===== config.mk =====
export PLATFORM = sky130hd
export DESIGN_NAME = parity_frame_rx
export DESIGN_NICKNAME = d
export VERILOG_FILES = /design/src/rtl/parity_frame_pkg.sv /design/src/rtl/parity_frame_rx.sv
export SDC_FILE = /design/constraint.sdc
export NUM_CORES = 1
export LEC_CHECK = 0
export CAP_MARGIN = 25
export CORE_MARGIN = 5
export CORE_UTILIZATION = 49
export DETAILED_ROUTE_END_ITERATION = 16
export GPL_TIMING_DRIVEN = 0
export PLACE_DENSITY = 0.82
export SLEW_MARGIN = 5
export SYNTH_ARGS = -nofsm -noshare
export SYNTH_HDL_FRONTEND = slang
export SYNTH_SLANG_ARGS = --single-unit

===== constraint.sdc =====
create_clock -name clk -period 1.9 [get_ports clk]
set_clock_uncertainty 0.2 [all_clocks]
set_input_delay 0.19 -clock clk [delete_from_list [all_inputs] [get_ports clk]]
set_output_delay 0.19 -clock clk [all_outputs]
set_load 0.1 [all_outputs]

===== src/rtl/parity_frame_pkg.sv =====
// Shared definitions for the masked-parity frame format (receiver and transmitter).
package parity_frame_pkg;

  // Receiver FSM state encoding
  typedef logic [1:0] state_t;
  localparam state_t StIdle   = 2'd0;
  localparam state_t StData   = 2'd1;
  localparam state_t StParity = 2'd2;
  localparam state_t StStop   = 2'd3;

  // Default parity coverage: data bits 0, 2, 4, 6
  localparam logic [7:0] DEF_PARITY_MASK = 8'h55;

  // Parity over the mask-selected bits; odd inverts the even result.
  function automatic logic masked_parity(input logic [15:0] data,
                                         input logic [15:0] mask,
                                         input logic        odd);
    return (^(data & mask)) ^ odd;
  endfunction

endpackage


===== src/rtl/parity_frame_rx.sv =====
// Serial receiver and masked-parity checker.
// Frame: start(0), DATA_W data bits LSB first, parity bit, stop(1), one bit per bit_en strobe.
// Optional build macro PARITY_FRAME_RX_ERRCNT_EN adds err_clr / err_count (saturating
// errored-frame counter for the diagnostic LED bank).
module parity_frame_rx
  import parity_frame_pkg::*;
#(
  parameter int unsigned DATA_W      = 8,
  parameter logic [15:0] PARITY_MASK = 16'(DEF_PARITY_MASK),
  parameter bit          PARITY_ODD  = 1'b0
) (
  input  logic              clk,
  input  logic              rst_n,
  input  logic              bit_en,
  input  logic              rx_in,
`ifdef PARITY_FRAME_RX_ERRCNT_EN
  input  logic              err_clr,
`endif
  output logic [DATA_W-1:0] data_out,
  output logic              data_valid,
  output logic              parity_err,
  output logic              frame_err
`ifdef PARITY_FRAME_RX_ERRCNT_EN
  ,
  output logic [7:0]        err_count
`endif
);

  localparam int unsigned IDX_W = (DATA_W > 1) ? $clog2(DATA_W) : 1;

  state_t              state_q;
  logic [IDX_W-1:0]    idx_q;
  logic [DATA_W-1:0]   shift_q;
  logic                par_q;
  logic                last_bit;
  logic                calc_par;

  assign last_bit = (idx_q == IDX_W'(DATA_W - 1));
  assign calc_par = masked_parity(16'(shift_q), PARITY_MASK, PARITY_ODD);

  // Deframing FSM: state only advances on bit_en, so gaps between strobes hold everything
  always_ff @(posedge clk or negedge rst_n) begin
    if (!rst_n) begin
      state_q <= StIdle;
      idx_q   <= '0;
      shift_q <= '0;
      par_q   <= 1'b0;
    end else if (bit_en) begin
      unique case (state_q)
        StIdle: begin
          if (!rx_in) begin
            state_q <= StData;
            idx_q   <= '0;
          end
        end
        StData: begin
          shift_q[idx_q] <= rx_in;
          if (last_bit) begin
            state_q <= StParity;
          end else begin
            idx_q <= idx_q + IDX_W'(1);
          end
        end
        StParity: begin
          par_q   <= rx_in;
          state_q <= StStop;
        end
        StStop: begin
          state_q <= StIdle;
        end
        default: state_q <= StIdle;
      endcase
    end
  end

  // Result registers: loaded on the stop-bit strobe, held until the next frame completes
  always_ff @(posedge clk or negedge rst_n) begin
    if (!rst_n) begin
      data_out   <= '0;
      data_valid <= 1'b0;
      parity_err <= 1'b0;
      frame_err  <= 1'b0;
    end else begin
      data_valid <= 1'b0;
      if (bit_en && (state_q == StStop)) begin
        data_out   <= shift_q;
        data_valid <= 1'b1;
        parity_err <= par_q ^ calc_par;
        frame_err  <= ~rx_in;
      end
    end
  end

`ifdef PARITY_FRAME_RX_ERRCNT_EN
  logic [7:0] err_q;

  // Errored-frame counter: counts during the data_valid cycle, saturates, clear has priority
  always_ff @(posedge clk or negedge rst_n) begin
    if (!rst_n) begin
      err_q <= 8'd0;
    end else if (err_clr) begin
      err_q <= 8'd0;
    end else if (data_valid && (parity_err || frame_err) && (err_q != 8'hFF)) begin
      err_q <= err_q + 8'd1;
    end
  end

  assign err_count = err_q;
`endif

endmodule


# Yosys cells after proc, flatten, opt, wreduce, memory -nomap -nowiden
# Index checks and enable logic that the tools add are counted.
# W data, S select, Z words.
[totals] ff_bits=25 inputBits=4 output_inout_bits=11
[classes] add_sub_neg=1 order_cmp=2 eq_ne=7 mux=10 n_bitwise=2 n_reduce_logical=9
[op_table] operator="$reduce_xor A16 Y1" count=1
[op_table] operator="$bwmux W8" count=1
[op_table] operator="$pmux W2 S4" count=1
[op_table] operator="$mux W3" count=2
[op_table] operator="$ne A2 B2 Y1 const B" count=3
[op_table] operator="$pmux W3 S2" count=1
[op_table] operator="$eq A2 B2 Y1 const B" count=2
[op_table] operator="$lt A3 B4 Y1 const B" count=1
[op_table] operator="$mux W2" count=2
[op_table] operator="$reduce_and A2 Y1" count=2
[op_table] operator="$reduce_and A4 Y1" count=1
[op_table] operator="$add A3 B1 Y3 const B" count=1
[op_table] operator="$demux W1 S3" count=1
[op_table] operator="$eq A3 B3 Y1 const B" count=1
[op_table] operator="$ge A3 B1 Y1 const B" count=1
[op_table] operator="$reduce_and A3 Y1" count=1
[op_table] operator="$eq A2 B1 Y1 const B" count=1
[op_table] operator="$logic_and A1 B1 Y1" count=2
[op_table] operator="$logic_not A2 Y1" count=1
[op_table] operator="$mux W1" count=2
[op_table] operator="$reduce_bool A2 Y1" count=1
[op_table] operator="$not A1 Y1" count=1
[op_table] operator="$xor A1 B1 Y1" count=1

# Logic depth before layout (Yosys ltp)
[depth] word_depth=5 mapped_depth=5 mapped_depth_nobuf=5

# Worst setup path before layout
# OpenSTA, ideal clock, no wires.
[synth_timing] path_type="flip-flop to flip-flop" from="register state_q[1]" to="register shift_q[1]" setup_time_ns=0.125 arrival_ns=1.381 setup_slack_ns=0.194 path_stages_with_launch=6 synth_period_minus_slack_ns=1.706 cell_sequence="dfrtp_1 > inv_1 > ha_1 > nand3_1 > nor3_1 > mux2_2"
[synth_between] elab_chain_cells=2
[synth_rtl] element="start: declaration" line_no="parity_frame_rx.sv:31" rtl="state_t state_q;"
[synth_rtl] element="start signal: assignment" line_no="parity_frame_rx.sv:44" rtl="state_q <= StIdle;"
[synth_rtl] element="start signal: assignment" line_no="parity_frame_rx.sv:52" rtl="state_q <= StData;"
[synth_rtl] element="start signal: assignment" line_no="parity_frame_rx.sv:59" rtl="state_q <= StParity;"
[synth_rtl] element="$eq A2 B1 Y1" line_no="parity_frame_rx.sv:49" rtl="unique case (state_q)"
[synth_rtl] element="$reduce_and A2 Y1 (no source line)"
[synth_rtl] element="end signal: indexed assignment" line_no="parity_frame_rx.sv:57" rtl="shift_q[idx_q] <= rx_in;"
[synth_rtl] element="end: declaration" line_no="parity_frame_rx.sv:33" rtl="logic [DATA_W-1:0] shift_q;"
# Every way passes these cells.
# A chain may end at the register's enable or synchronous reset.

# Final worst setup path
[layout_timing] from="register idx_q[1]" to="register state_q[1]"
[layout_between] elab_chain_cells=3
[layout_rtl] element="start: declaration" line_no="parity_frame_rx.sv:32" rtl="logic [IDX_W-1:0] idx_q;"
[layout_rtl] element="start signal: assignment" line_no="parity_frame_rx.sv:61" rtl="idx_q <= idx_q + IDX_W'(1);"
[layout_rtl] element="$eq A3 B3 Y1" line_no="parity_frame_rx.sv:38" rtl="assign last_bit = (idx_q == IDX_W'(DATA_W - 1));"
[layout_rtl] element="$ne A2 B2 Y1 (no source line)"
[layout_rtl] element="$reduce_and A3 Y1 (no source line)"
# Every way passes these cells.

==> run summary <==
Most frequent CP cell - ha_1
Yosys top cell area share - 53.6%
Site row count - 17
Die Area - 0.00346 sq mm
TritonCTS Sinks - 25
Antenna Cells - 0
Fmax - 559 MHz
Wire per inst - 13.0 microns
Critical path type - flip-flop to flip-flop
I/O Pins - 15
CTS tree - built
Die Ht - 58.8 microns
DP Wirelength - 1390 microns
Nets - 124
First-pass iteration count of the detailed router - 4
Rel. slew slack - 63.2%
Initial Utilization - 52.2%
Avg Inst Size Synth - 12.7 sq um
RSZ-0062 raised after global routing - no
Synth Register Bits - 25
Worst EP required - 1.91 ns
Setup_tns - 0 ns
Final setup fails - 0
Startpoint Class - flip-flop
Mapped Nets - 103
Post-synthesis sequential area ratio - 53.6%
Minimum clock period - 1.79 ns
Clock Tree Buf Depth - 2
Grt total ovfl - 0
Worst Path Max Fanout - 7
Via count - 721
Run status - finished clean
Clk root buf - clkbuf_4
WL final - 1820 microns
Slew Viols, Final - 0
Core area - 0.00223 sq mm
Layout area overhead - 22.2%
Cell taking the most area after synthesis - dfrtp_1
Number of global-route vias before repair - 732
Antenna-violating nets left - 0
Die Width - 58.8 microns
Hold Violations, Final - 0
Clock transition at path regs - 0.14 ns
CP endpoint kind - flip-flop
First-pass GRT wire length - 3190 microns
Layout cells sized above 1 - 37.5%
Total GRT Usage - 11.8%
Final Cycle Share - 94.2%
Number of port buffers - 14
Placer Congestion - 0.792
Post-CTS Setup Inserts - 0
WP data arrival - 1.80 ns
Largest net degree at the start of global routing - 21
Antenna violations before repair - 0
Via density - 5.15
Skew-Pair Late Insertion Delay - 0.31 ns
Critical Path Max Stage Delay - 0.48 ns
Mapped Area - 0.00117 sq mm
Num CTS Buffers - 3
H-tree levels - 1
DRC errors left - 0
Slowest-stage cell, CP - dfrtp_1
Instance count of the mapped netlist - 92
Starting DRT DRC Count - 12
Worst slew pin tran - 0.554 ns
Ys Warns - 0
Total of max-cap violations - 0
Ranking of synthesized cells by area - dfrtp_1, mux2_2, ha_1, mux2i_1, nand2_1
Hold Crit Class - flip-flop to flip-flop
Post-synthesis cell type count - 20
Critical path cell sequence - ha_1 > ha_1 > o21ai_1 > mux2_2
path summary, 6_finish.rpt:
check	start	endpoint	depth (start not counted)	slack, ns
min reg2reg	frame_err$_DFFE_PN0P_	frame_err$_DFFE_PN0P_	2	0.30
max reg2reg	idx_q[1]$_DFFE_PN0P_	state_q[1]$_DFFE_PN0P_	4	0.11
max	idx_q[1]$_DFFE_PN0P_	state_q[1]$_DFFE_PN0P_	4	0.11
min in group asynchronous	rst_n	data_out[1]$_DFFE_PN0P_	2	0.47
min	frame_err$_DFFE_PN0P_	frame_err$_DFFE_PN0P_	2	0.30
max in group asynchronous	rst_n	par_q$_DFFE_PN0P_	3	0.59
repair_timing:
action	in CTS	in global routing
setup endpoints to repair	12	6
pin swaps	0	0
gates resized for setup	32	6
hold buffers	1	0
hold endpoints to repair	5	0
cells by family after synthesis:
logic type,synth area share (%)
compound gates,3.33
xor+xnor,3.43
fa+ha+maj,7.51
buf+inv,2.68
flops,53.6
mux,21.2
simple gates,8.15
routing by layer:
layer | track usage, % | vias up | share of wire [%]
li1 | - | 349 | -
met1 | 14.4 | 354 | 44
met2 | 21.1 | 14 | 51
met4 | 2.91 | 0 | 0.94
met5 | 0 | - | 0
met3 | 2.63 | 4 | 4.0
layout by cell type, fill, tap and decap left out, types with 3 or more instances in the layout:
cell type        Yosys  routed
clkbuf_4             0       3
clkdlybuf4s15_2      0       9
clkdlybuf4s50_1      0       3
dfrtp_1             25      25
ha_1                 7       6
inv_1                6       6
mux2_2              18      18
mux2i_1              3       3
nand2_1              8       8
nor2_1               8       8
per-stage QoR:
| stage | cell area [sq um] | cells | setup slack [ns] | util (%) | hold slack (ns) |
|---|---|---|---|---|---|
| global placement | 1340 | 134 | 0.0497 | 60.1 | 0.268 |
| floorplan | 1170 | 92 | 0.194 | - | -0.306 |
| CTS | 1410 | 140 | 0.0114 | 63.1 | 0.305 |
| finish | 1430 | 140 | 0.111 | 63.8 | 0.297 |
| detailed placement | 1360 | 135 | 0.00425 | 60.7 | 0.272 |
| global route | 1430 | 140 | 0.0186 | 63.8 | 0.344 |
synth_stat cells (all sizes together):
library cell	count
clkbuf	1
ha	7
mux2	19
o211ai	1
a21boi	1
buf	1
xnor3	1
o21ai	3
mux2i	3
nand3	1
dfrtp	25
nand2b	2
nor2	8
nor3	2
nand3b	1
inv	6
nand2	8
xnor2	2
registers in the layout, indices dropped and copies added (netlist names):
signal	flops
data_out	8
data_valid	1
frame_err	1
idx_q	3
par_q	1
parity_err	1
shift_q	8
state_q	2
critical path: cells and delay by family (launching register included):
family,cells,cell delay [ns]
compound gates,1,0.23
fa+ha+maj,2,0.43
mux,1,0.36
flops,1,0.48
cell type report:
class	count	area, sq um
flip-flops and latches	25	626
repair buffers	16	166
clock inverters	1	7.51
clock buffers	3	22.5
inverters	6	22.5
multi-input cells	59	537
well taps	28	35.0
plain buffers	2	8.76
fillers	173	808
Power is not shown: default switching activity piles up to over one toggle a cycle in this logic, so the estimate is an artifact.
